--- src/rtl/uart_rx_ctrl.sv ---
// Host-side controller for the configurable UART receive path: frame-boundary
// config staging, frame activity/timeout tracking, error status and FIFO reads.
//
// state   | meaning
// --------+--------------------------------------------------------------
// ST_IDLE | line idle; staged config may be applied while rx_s is high
// ST_FRAME| frame in progress; baud ticks counted against the timeout
module uart_rx_ctrl #(
  parameter int DVSR_BIT      = 11,
  parameter int DVSR_RST      = 650,
  parameter int TIMEOUT_TICKS = 208
) (
  input  logic                i_clk,
  input  logic                i_reset,
  input  logic                i_rx,
  input  logic                i_baud_tick,
  input  logic                i_rx_done_tick,
  input  logic                i_par_err,
  input  logic                i_frm_err,
  input  logic                i_fifo_empty,
  input  logic                i_fifo_full,
  input  logic [7:0]          i_fifo_rd_data,
  input  logic                i_cfg_wr,
  input  logic [1:0]          i_cfg_data_num,
  input  logic [1:0]          i_cfg_stop_num,
  input  logic [1:0]          i_cfg_par,
  input  logic [DVSR_BIT-1:0] i_cfg_dvsr,
  input  logic                i_clr_status,
  input  logic                i_rd_req,
  output logic [1:0]          o_data_num,
  output logic [1:0]          o_stop_num,
  output logic [1:0]          o_par,
  output logic [DVSR_BIT-1:0] o_dvsr,
  output logic                o_cfg_pending,
  output logic                o_cfg_applied,
  output logic                o_busy,
  output logic                o_timeout,
  output logic                o_fifo_rd,
  output logic [7:0]          o_rd_data,
  output logic                o_rd_valid,
  output logic                o_rd_underflow,
  output logic                o_par_err_st,
  output logic                o_frm_err_st,
  output logic                o_over_err_st,
  output logic [7:0]          o_err_count
);

  typedef enum logic {ST_IDLE, ST_FRAME} state_t;

  localparam logic [DVSR_BIT-1:0] DVSR_RST_V = DVSR_BIT'(DVSR_RST);
  localparam logic [7:0]          TICK_LAST  = 8'(TIMEOUT_TICKS - 1);

  state_t              state;
  logic [7:0]          tick_cnt;
  logic                rx_meta, rx_s;
  logic [1:0]          stg_data_num, stg_stop_num, stg_par;
  logic [DVSR_BIT-1:0] stg_dvsr;
  logic                apply_ok;
  logic                par_hit, any_err;

  always_ff @(posedge i_clk) begin
    if (i_reset) begin
      rx_meta <= 1'b1;
      rx_s    <= 1'b1;
    end else begin
      rx_meta <= i_rx;
      rx_s    <= rx_meta;
    end
  end

  always_ff @(posedge i_clk) begin
    if (i_reset) begin
      state     <= ST_IDLE;
      tick_cnt  <= '0;
      o_busy    <= 1'b0;
      o_timeout <= 1'b0;
    end else begin
      o_timeout <= 1'b0;
      case (state)
        ST_IDLE: begin
          if (!rx_s) begin
            state    <= ST_FRAME;
            tick_cnt <= '0;
            o_busy   <= 1'b1;
          end
        end
        ST_FRAME: begin
          if (i_baud_tick) tick_cnt <= tick_cnt + 8'd1;
          // A done tick coinciding with the last allowed tick ends the frame normally.
          if (i_rx_done_tick) begin
            state  <= ST_IDLE;
            o_busy <= 1'b0;
          end else if (i_baud_tick && tick_cnt == TICK_LAST) begin
            state     <= ST_IDLE;
            o_busy    <= 1'b0;
            o_timeout <= 1'b1;
          end
        end
        default: begin
          state  <= ST_IDLE;
          o_busy <= 1'b0;
        end
      endcase
    end
  end

  assign apply_ok = (state == ST_IDLE) && rx_s && o_cfg_pending && !i_cfg_wr;

  always_ff @(posedge i_clk) begin
    if (i_reset) begin
      stg_data_num  <= 2'b10;
      stg_stop_num  <= 2'b00;
      stg_par       <= 2'b00;
      stg_dvsr      <= DVSR_RST_V;
      o_data_num    <= 2'b10;
      o_stop_num    <= 2'b00;
      o_par         <= 2'b00;
      o_dvsr        <= DVSR_RST_V;
      o_cfg_pending <= 1'b0;
      o_cfg_applied <= 1'b0;
    end else begin
      o_cfg_applied <= 1'b0;
      if (i_cfg_wr) begin
        stg_data_num  <= i_cfg_data_num;
        stg_stop_num  <= i_cfg_stop_num;
        stg_par       <= i_cfg_par;
        stg_dvsr      <= i_cfg_dvsr;
        o_cfg_pending <= 1'b1;
      end else if (apply_ok) begin
        o_data_num    <= stg_data_num;
        o_stop_num    <= stg_stop_num;
        o_par         <= stg_par;
        o_dvsr        <= stg_dvsr;
        o_cfg_pending <= 1'b0;
        o_cfg_applied <= 1'b1;
      end
    end
  end

  // Parity settings 00 and 11 both mean no parity bit, so the receiver flag is ignored.
  assign par_hit = i_par_err && (o_par == 2'b01 || o_par == 2'b10);
  assign any_err = par_hit || i_frm_err || i_fifo_full;

  always_ff @(posedge i_clk) begin
    if (i_reset) begin
      o_par_err_st  <= 1'b0;
      o_frm_err_st  <= 1'b0;
      o_over_err_st <= 1'b0;
      o_err_count   <= '0;
    end else if (i_clr_status) begin
      o_par_err_st  <= i_rx_done_tick && par_hit;
      o_frm_err_st  <= i_rx_done_tick && i_frm_err;
      o_over_err_st <= i_rx_done_tick && i_fifo_full;
      o_err_count   <= (i_rx_done_tick && any_err) ? 8'd1 : 8'd0;
    end else if (i_rx_done_tick) begin
      if (par_hit)     o_par_err_st  <= 1'b1;
      if (i_frm_err)   o_frm_err_st  <= 1'b1;
      if (i_fifo_full) o_over_err_st <= 1'b1;
      if (any_err && o_err_count != 8'hFF) o_err_count <= o_err_count + 8'd1;
    end
  end

  always_ff @(posedge i_clk) begin
    if (i_reset) begin
      o_rd_data      <= '0;
      o_rd_valid     <= 1'b0;
      o_fifo_rd      <= 1'b0;
      o_rd_underflow <= 1'b0;
    end else begin
      o_rd_valid     <= 1'b0;
      o_fifo_rd      <= 1'b0;
      o_rd_underflow <= 1'b0;
      // During the pop cycle the FIFO flags still describe the old head.
      if (i_rd_req && !o_fifo_rd) begin
        if (!i_fifo_empty) begin
          o_rd_data  <= i_fifo_rd_data;
          o_rd_valid <= 1'b1;
          o_fifo_rd  <= 1'b1;
        end else begin
          o_rd_underflow <= 1'b1;
        end
      end
    end
  end

endmodule

--- config.mk ---
export PLATFORM = sky130hd
export DESIGN_NAME = uart_rx_ctrl
export DESIGN_NICKNAME = d
export VERILOG_FILES = /design/src/rtl/uart_rx_ctrl.sv
export SDC_FILE = /design/constraint.sdc
export NUM_CORES = 1
export LEC_CHECK = 0
export ABC_AREA = 1
export BUFFER_PORTS_ARGS = -buffer_cell sky130_fd_sc_hd__buf_2
export CORE_MARGIN = 2
export CORE_UTILIZATION = 27
export DETAILED_ROUTE_END_ITERATION = 7
export GPL_ROUTABILITY_DRIVEN = 0
export GPL_TIMING_DRIVEN = 0
export HOLD_SLACK_MARGIN = 0.05
export PLACE_DENSITY = 0.59
export SLEW_MARGIN = 10
export SYNTH_ARGS = -nofsm -noshare
export SYNTH_HDL_FRONTEND = slang
export SYNTH_SLANG_ARGS = --single-unit
--- constraint.sdc ---
create_clock -name i_clk -period 1.77 [get_ports i_clk]
set_input_delay 0 -clock i_clk [delete_from_list [all_inputs] [get_ports i_clk]]
set_output_delay 0 -clock i_clk [all_outputs]
set_load 0.02 [all_outputs]
; ---- Word level (Yosys, flattened, before mapping)
; Index checks and enable logic that the tools add are counted.
[op_classes]
reduce_logical = 33
multipliers = 0
bitwise = 4
magnitude_cmp = 0
div_mod_pow = 0
add_sub_neg = 2
mux = 30
eq_ne = 7
n_shift = 0
[op_table]
columns = operator, count
row1 = 2-to-1 mux 8 bit, 5
row2 = 2-to-1 mux 1 bit, 22
row3 = "adder 8 x 1 -> 8 bit, second input constant", 2
row4 = case mux 8 bit (2 select lines), 1
row5 = AND reduction 2 bit, 8
row6 = nonzero test 2 bit, 6
row7 = logical AND 1 bit, 11
row8 = "== test 8 bit, second input constant", 1
row9 = "inequality test 8 bit, second input constant", 1
row10 = "inequality test 2 bit, second input constant", 2
row11 = inverter 1 bit, 4
row12 = case mux 1 bit (2 select lines), 2
row13 = OR reduction 2 bit, 2
row14 = logical OR 1 bit, 3
row15 = "inequality test 3 x 2 -> 1 bit, second input constant", 1
row16 = OR reduction 3 bit, 1
row17 = "== test 2 x 1 -> 1 bit, second input constant", 1
row18 = "== test 2 bit, second input constant", 1
row19 = zero test 1 bit, 2
[word_totals]
romBits = 0
latch_bits = 0
reg_bits = 70
inputBits = 37
mem_count = 0
ramBits = 0

; ---- Logic depth before layout (Yosys ltp)
; Gate-level depths: netlist of the first run.
[logic_depth]
depth_word = 9
ltp_mapped = 8

; ---- Worst setup path before layout of the first run
; No wires, ideal clock.
[synth_path]
path_kind = reg2reg
start = register o_err_count[0]
end = register o_err_count[1]
setup_slack_ps = 332
t_arrival_ps = 1322
synth_period_minus_slack_ps = 1438
stages_incl_launch_ff = 9
setup_ps = 116
path_buffers = 0
path_cell_list = dfxtp_1 > ha_1 > nand2_2 > nor2_1 > nand2_2 > nand2_4 > inv_2 > o21ai_0 > nor2_1
[synth_via]
elab_chain_len = 4
elab_cells_between_ends = 8
[synth_lines]
columns = item, line
row1 = from (decl), 45  ; output logic [7:0] o_err_count
row2 = from (signal assigned), 154  ; o_err_count <= (i_rx_done_tick && any_err) ? 8'd1 : 8'd0;
row3 = from (signal assigned), 159  ; if (any_err && o_err_count != 8'hFF) o_err_count <= o_err_count + 8'd1;
row4 = adder 8 x 1 -> 8 bit or inequality test 8 bit (tied branches), 159
row5 = 2-to-1 mux 8 bit or logical AND 1 bit (tied branches), 159
row6 = 2-to-1 mux 8 bit or nonzero test 2 bit (tied branches), -
row7 = 2-to-1 mux 8 bit or AND reduction 2 bit (tied branches), -
; Parallel ways exist; a longest one is shown, timed or not. The select of a mux whose other input is x is not followed.
; A chain may end at the register's enable or synchronous reset.

; ---- Worst setup path in the final report of the first run
[layout_path]
start = input i_reset
end = register o_frm_err_st
[layout_rtl]
columns = item, line
row1 = from (decl), 14  ; input logic i_reset,
row2 = to (signal assigned), 152  ; o_frm_err_st <= i_rx_done_tick && i_frm_err;
row3 = to (decl), 43  ; output logic o_frm_err_st,
; No word-level cell between the ends.

==> results of run 1 <==
-- synthesized netlist by cell type (all sizes together) --
cell,count
a21oi,27
or2,3
nand3,34
xor2,2
o211ai,5
a22oi,1
a32o,2
clkinv,2
nand2,86
inv,28
o21bai,1
dfxtp,70
nor3,3
nor4,2
and3,1
a31oi,1
ha,2
o22ai,1
buf,3
nand4,3
nor2,39
clkbuf,8
o21ai,26
-- worst max-delay path by stage --
stage,from,endpoint,depth (start not counted)
after floorplan,o_err_count[0],o_err_count[1],8
after global placement,o_err_count[0],o_err_count[1],8
after detailed placement,o_err_count[0],o_err_count[3],8
after CTS,i_reset,stg_dvsr[2],7
after global routing,i_reset,o_frm_err_st,6
final,i_reset,o_frm_err_st,6
-- registers in the layout, summed over array words and instances (netlist names), 2 cells and up --
signal        flops
o_data_num        2
stg_dvsr         11
o_stop_num        2
o_dvsr           11
stg_stop_num      2
o_rd_data         8
o_err_count       8
tick_cnt          8
stg_data_num      2
stg_par           2
o_par             2
-- power breakdown --
part / switching [mW] / internal [mW]
Sequential: 0.0329 / 1.64
Clock: 0.639 / 0.554
Combinational: 0.230 / 0.179
Total: 0.902 / 2.37
-- metal layers --
layer	share of wire (%)	routed length, um	vias to the layer above
li1	-	-	1412
met1	46	3401	1210
met2	48	3580	53
met3	3.5	258	14
met4	2.3	168	0
met5	0	0	-
-- worst register-to-register path, cell delays in order (launching register included) --
cell	delay [ns]
dfxtp_1	0.41
ha_1	0.23
nand2_2	0.09
nor2_1	0.12
nand2_2	0.11
nand2_4	0.14
inv_2	0.05
o21ai_0	0.15
nor2_1	0.05
-- area by class of cell --
type                       instances  area, sq um  area share (%)
tap                              133        166.4           4.272
sequential                        70         1401           35.98
buffer                            11        56.30           1.446
clock buffer                      10        137.6           3.534
clock inverter                     6        43.79           1.124
timing repair buffer             120        805.8           20.69
multi-input combinational        239         1171           30.07
inverter                          30        112.6           2.891
-- kinds of logic (layout without fill, tap and decap cells) --
logic type,count (synthesis),after routing,share of synthesized area [%]
XOR/XNOR,2,2,0.6397
buffers and inverters,41,177,6.076
AND/OR/NAND/NOR,171,171,28.41
flip-flops,70,70,51.16
AO/OA/AOI/OAI,64,64,12.79
adder cells (fa/ha/maj),2,2,0.9135
-- per-stage QoR --
step / instances / hold slack (ns) / area [sq um]
after detailed placement: 562 / 0.1957 / 3301
after floorplan: 350 / 0.07866 / 2739
after global routing: 619 / 0.1106 / 3895
after CTS: 619 / 0.05719 / 3892
after global placement: 562 / 0.1909 / 3301
final: 619 / 0.08549 / 3895
-- timing repair --
item | 4_1_cts | 5_1_grt
endpoints found under the setup margin | 0 | 3
hold endpoints to repair | 35 | 0
resized for setup | 0 | 4
hold buffers | 41 | 0
==> metrics, run 1 <==
status=finished clean; Hold Path Class=input port to flop; Syn-to-layout area delta=42.21%; fin crit period=between 1.5 and 2 ns; total core area=roughly 10000 sq um; Tcrit/Tclk final=a little over 90%; most frequent cells in the layout=nand2_1 (81), buf_2 (80), dfxtp_1 (70); Critical Path RT=~2.1 ns; met3 GRT Util=~3.2%; Post-Syn Instances=between 300 and 400; initial DRC count=113; routed len/inst=11.97 um; pre-CTS WS=roughly 0.35 ns; post-CTS setup buffers=0; sequential fraction of the synthesis area=51.16%; I/O pin cnt=80; CTS tree=done; Hold Crit Start=i_par_err; Final WS setup=0.1407 ns; Critical Path AT=between 1.5 and 2 ns; total track usage=13.76%; worst hold path depth=5; crit path max fanout=10; worst r2r path cells=8; Slew HR=about 64%; Pins Over Slew Limit=0; final setup vio count=0; Vias=about 2700; Power, Total=between 3 and 4 mW; Critical Path Start Type=input port; Die ar.=10970 sq um; share of layout cells above drive strength 1=about 25%; Syn. warnings=0; met1 track demand over resource=16.70%; top achievable clock speed=approximately 600 MHz; busiest grt layer=met2; DRT Wirelength=around 7400 um; RR Endpoint=o_err_count[1]; synth unique cells=31; vias per cell=4.344; met2 usage=between 20% and 30%; critical path's most frequent cell=dlygate4sd3_1; first-pass GRT wire length=about 12000 um; # clock sinks=70; GRT overflow=0; WS Path Type=input port to flop; Worst Setup End Kind=flop; VDD IR max=285.2 uV; # fillers=roughly 1100; R2R Setup Slk=about 0.33 ns; final core occ=around 40%; post-synth top area cell=dfxtp_1; Cell Pwr Density=approximately 840 nW/um^2; initial antenna violation count=0; H-tree depth=3; max incr delay on CP=approximately 0.54 ns; IO buf count=slightly below 80; cell row count=36; LEAKAGE=approximately 1.7 nW; Netlist Area Pre-Place=2739 sq um; Num CTS Buffers=9; #FFs+latches synth=70; Die Span X=about 100 um; Final nets=520; crit-path leading delay family=buffers and inverters; max-cap viol count=0; vias in the first global route=around 2700; Reg2Reg Launch Point=o_err_count[0]; Slew @ Worst Pin=between 0.5 and 0.6 ns; Synth area leaders=dfxtp_1 (51%), nand2_1 (11%), nand3_1 (5.8%); DP HPWL=5046 um; Fin. Hold Viols=0; CTS Buffer Depth=2; crit-path cells=dlygate4sd3_1 > buf_2 > inv_2 > clkbuf_1 > a32o_1 > dlygate4sd3_1; RSZ-0062 raised after global routing=no; drt pass-1 iters=4; WP buf/inv=5; CTS root buffer=clkbuf_8; Avg Inst Size Synth=between 7 and 8 sq um; Worst Skew=roughly 0.012 ns; Crit-path slowest cell=dlygate4sd3_1; most common cell after layout, fill and taps aside=nand2_1; syn_nets=about 390; starting density of the core=27.89%; ANT nets after route=0; TNS Setup=0 ns; DRC=0; Ant. Diodes=0; largest net degree at the start of global routing=14; top-area cell type share of the netlist area=between 50% and 60%; Skew-Pair Late Insertion Delay=0.35 ns; clock slew at reported path FFs=around 0.080 ns; Die Ht=roughly 100 um; end of the worst hold path=o_par_err_st
Note: power is estimated with default switching activity, not from simulation.
==> run 2, diff against run 1 <==
- clock period: 1.77 -> 1.55 ns (I/O delays scaled with it)
==> metrics, run 2 (synthesis results as in run 1) <==
vias per cell=4.312 (-0.74%); clock slew at reported path FFs=0.08 ns (about the same); vias in the first global route=2650 (-0.49%); DP HPWL=5046 um (unchanged); initial antenna violation count=0 (unchanged); Critical Path Start Type=input port; VDD IR max=325.1 uV (+14%); cell row count=36 (unchanged); Skew-Pair Late Insertion Delay=0.35 ns (about the same); Ant. Diodes=0 (unchanged); area of the multi-input gates=1174 sq um (+0.21%); I/O pin cnt=80 (unchanged); post-CTS setup buffers=0 (unchanged); most frequent cells in the layout=nand2_1 (81), buf_2 (80), dfxtp_1 (69); drt pass-1 iters=4 (unchanged); initial DRC count=127 (+12%); Tcrit/Tclk final=89.56%; Cell Pwr Density=957.8 nW/um^2 (+14%); max-cap viol count=0 (unchanged); Final nets=520 (unchanged); # fillers=1052 (-0.38%); Die Ht=104.7 um (unchanged); Pins Over Slew Limit=0 (unchanged); IO buf count=79 (unchanged); crit path max fanout=7 (-3); CTS tree=done; starting density of the core=27.89% (unchanged); Hold Path Class=input port to flop; dpl cells=562 (unchanged); status=finished clean; Power, Total=3.732 mW (+14%); Num CTS Buffers=9 (unchanged); most common cell after layout, fill and taps aside=nand2_1; GRT overflow=0 (unchanged); CTS Buffer Depth=2 (unchanged); Post-Layout Cell Count=619 (unchanged); DRC=0 (unchanged); Vias=2669 (-0.74%); H-tree depth=3 (unchanged); # clock sinks=70 (unchanged); final setup vio count=0 (unchanged); Worst Skew=0.01079 ns (-0.001519 ns); largest net degree at the start of global routing=14 (unchanged); Critical Path RT=1.83 ns (-0.23 ns); FF+latch area=1403 sq um (about the same); top achievable clock speed=720.4 MHz; Critical Path AT=1.67 ns (-0.25 ns); Fin. Hold Viols=0 (unchanged); placed cell area=3301 sq um (unchanged); total track usage=13.80% (+0.039 points); Slew @ Worst Pin=0.5429 ns (+0.001485 ns); WS Path Type=input port to flop; fin area=3896 sq um (about the same); Slew HR=63.81% (-0.099 points); Die Span X=104.7 um (unchanged); RSZ-0062 raised after global routing=no; Die ar.=10970 sq um (unchanged); TNS Setup=0 ns (unchanged); Top Registers=o_dvsr x11, stg_dvsr x11; LEAKAGE=1.737 nW (-0.33%); Worst Setup End Kind=flop; first-pass GRT wire length=12120 um (about the same); share of layout cells above drive strength 1=24.69% (unchanged); fin crit period=approximately 1.4 ns; routed len/inst=11.98 um (about the same); ANT nets after route=0 (unchanged); Syn-to-layout area delta=42.26% (about the same); CTS root buffer=clkbuf_8; DRT Wirelength=7413 um (about the same); total core area=9819 sq um (unchanged)
==> run 2: changes by cell type in the layout (fill, tap and decap cells not counted) <==
| cell | delta |
|---|---|
| clkbuf_1 | +2 |
| nor2_2 | +1 |
| dfxtp_2 | +1 |
| nor2_1 | -1 |
| dfxtp_1 | -1 |
| clkbuf_2 | -2 |
==> run 2: timing repair <==
action                                  in CTS  in global routing
hold buffers                                41                  0
endpoints found under the setup margin       0                  3
hold endpoints to repair                    35                  0
resized for setup                            0                  2
==> run 2: worst paths after layout <==
kind	slack (ns)	cells after the start	endpoint	from
max reg2reg	0.17	8	o_err_count[1]	o_err_count[1]
min reg2reg	0.41	1	rx_s	rx_meta
max	0.16	5	o_over_err_st	i_clr_status
min	0.04	4	o_err_count[7]	i_reset
==> run 2: layout make-up <==
type,instances,share of cell area (%)
Buffer,11,1.381
Clock buffer,10,3.532
Clock inverter,6,1.124
Inverter,30,2.890
Multi-Input combinational cell,239,30.12
Sequential cell,70,36.00
Tap cell,133,4.271
Timing Repair Buffer,120,20.68
==> run 2: power breakdown <==
part / switching (mW) / internal [mW] / total (mW) / leakage (nW)
clock network: 0.722 / 0.632 / 1.35 / 0.0930
registers: 0.0376 / 1.87 / 1.91 / 0.573
logic: 0.263 / 0.204 / 0.468 / 1.07
==> run 2: metal layers <==
metal,up-vias,GRT usage (%),part of all wire (%)
li1,1412,-,-
met1,1182,16.81,46
met2,61,23.11,48
met3,14,3.182,4.0
met4,0,6.286,2.2
met5,-,0,0
==> run 2: critical path: stages <==
cell,delay (ns)
dlygate4sd3_1,0.54
buf_2,0.16
nor2_2,0.27
a32o_1,0.16
dlygate4sd3_1,0.53
==> run 2: through the flow <==
stage	utilization [%]	hold slack, ns	setup slack, ns
floorplan	-	0.07866	0.1124
global placement	33.61	0.1909	0.1357
detailed placement	33.61	0.1957	0.1304
CTS	39.64	0.05719	0.07002
global route	39.68	0.05234	0.04156
finish	39.68	0.03905	0.1619
==> run 3, diff against run 2 <==
- CORE_UTILIZATION: 27 -> 50
- HOLD_SLACK_MARGIN: 0.05 -> 0.15
- PLACE_DENSITY: 0.59 -> 0.9
==> metrics, run 3 (synthesis results as in run 1) <==
GRT overflow=0 (unchanged); first-pass GRT wire length=14410 um (+19%); vias per cell=5.721 (+33%); status=finished clean; Highest Signal Layer=met4; initial DRC count=315 (+150%); placed cell area=3222 sq um (-2.4%); final setup vio count=0 (unchanged); Sw Pwr=1.092 mW (+6.8%); Clock Power Share=42.7% (+6.4 points); Die ar.=6086 sq um (-45%); clock slew at reported path FFs=0.07 ns (about the same); starting density of the core=52.62% (+25 points); Int Power=3.161 mW (+17%); Switching Fraction=25.67% (-1.7 points); CTS root buffer=clkbuf_8; Cell Pwr Density=1071 nW/um^2 (+12%); total core area=5205 sq um (-47%); LEAKAGE=1.791 nW (+3.1%); Hold Path Class=input port to flop; IO buf count=79 (unchanged); Worst Setup End Kind=flop; DP HPWL=4601 um (-8.8%); met3 routed WL=975 um (+230%); Pins Over Slew Limit=0 (unchanged); Final nets=530 (+1.9%); # fillers=329 (-69%); TNS Setup=0 ns (unchanged); Critical Path RT=1.82 ns (about the same); Slew HR=65.26% (+1.5 points); Slew @ Worst Pin=0.5211 ns (-0.02178 ns); sequential share of power=45.1% (-6.1 points); fin crit period=1.514 ns (+0.1261 ns); fin area=3971 sq um (+1.9%); VDD IR max=864.5 uV (+170%); metal2 WL=4469 um (+25%); crit path max fanout=8 (+1); drt pass-1 iters=5 (+1); Num CTS Buffers=9 (unchanged); initial antenna violation count=0 (unchanged); most frequent cells in the layout=nand2_1 (81), buf_2 (80), dfxtp_1 (69); # clock sinks=70 (unchanged); top achievable clock speed=660.4 MHz (-8.3%); logic gate share of total power=12.2% (-0.3 points); Critical Path AT=1.79 ns (+0.12 ns); max-cap viol count=0 (unchanged); Die Ht=78.01 um (-26%); most common cell after layout, fill and taps aside=nand2_1; Vias=3238 (+21%); Top Registers=o_dvsr x11, stg_dvsr x11; CTS tree=done; final core occ=76.30% (+37 points); Hold WS=0.2279 ns (+0.1889 ns); total track usage=30.21% (+16 points); Power, Total=4.253 mW (+14%); Ant. Diodes=0 (unchanged); area of the multi-input gates=1179 sq um (+0.43%); share of layout cells above drive strength 1=24.60% (-0.095 points); Critical Path Start Type=flop; Worst Skew=0.01482 ns (+0.004032 ns); cell row count=26 (-28%); routed len/inst=16.91 um (+41%); DRC=0 (unchanged); met1 wire length=3505 um (+3.3%); vias in the first global route=3070 (+16%); Die Span X=78.01 um (-26%); H-tree depth=3 (unchanged); DRT Wirelength=9569 um (+29%); R2R Setup Slk=0.04 ns (-0.13 ns); WS Path Type=flop to flop; I/O pin cnt=80 (unchanged); Syn-to-layout area delta=45.00%; ANT nets after route=0 (unchanged); Tcrit/Tclk final=97.69% (+8.1 points); largest net degree at the start of global routing=13 (-1); CTS Buffer Depth=2 (unchanged); Fin. Hold Viols=0 (unchanged); Skew-Pair Late Insertion Delay=0.36 ns (about the same); FF+latch area=1403 sq um (unchanged)
[run 3: cell types whose count changed in the layout (fill, tap and decap cells not counted), moves of 2 or more]
cell	change
inv_6	-2
buf_4	+3
dlygate4sd3_1	+7
bufinv_16	+3
[run 3: worst paths after layout]
check,from,to,depth (start not counted)
worst max-delay path,o_rd_valid,o_rd_data[5],4
worst min-delay path,i_reset,o_data_num[0],4
worst max register to register,o_rd_valid,o_rd_data[5],4
worst min register to register,stg_dvsr[10],o_dvsr[10],2
[run 3: repair_timing]
| action | CTS | global route |
|---|---|---|
| endpoints found under the setup margin | 0 | 5 |
| hold endpoints to repair | 49 | 0 |
| hold buffers | 48 | 0 |
| setup buffers | 0 | 3 |
| gates resized for setup | 0 | 3 |
[run 3: area by class of cell]
class,instances,share of cell area [%]
multi-input cells,239,29.68
inverters,30,2.836
clock buffers,10,3.214
well taps,70,2.205
flip-flops and latches,70,35.32
repair buffers,130,22.62
clock inverters,6,2.773
plain buffers,11,1.355
[run 3: power groups by stage]
stage                     Sequential [mW]  Combinational, mW  Clock, mW
final                                1.92              0.521       1.81
after global routing                 1.92              0.557       1.87
after CTS                            1.91              0.474       1.76
after detailed placement             1.95              0.376          0
after global placement               1.95              0.364          0
after floorplan                      2.00              0.186          0
[run 3: routing by layer]
layer | track usage (%) | up-vias
met1 | 35.27 | 1460
met4 | 20.35 | 0
li1 | - | 1426
met3 | 6.092 | 82
met5 | 0 | -
met2 | 50.09 | 270
[run 3: critical path, cell delays in order (launching register included)]
cell and delay (ns):
dfxtp_1 0.36, nor2_4 0.20, nand3_1 0.14, dlygate4sd3_1 0.58
a21oi_1 0.16
[run 3: per-stage QoR]
step	setup WS (ns)	cells
4_1_cts	0.01854	563
3_5_place_dp	0.1515	499
5_1_grt	-0.06136	566
6_report	0.03574	566
3_3_place_gp	0.1658	499
2_1_floorplan	0.1124	350
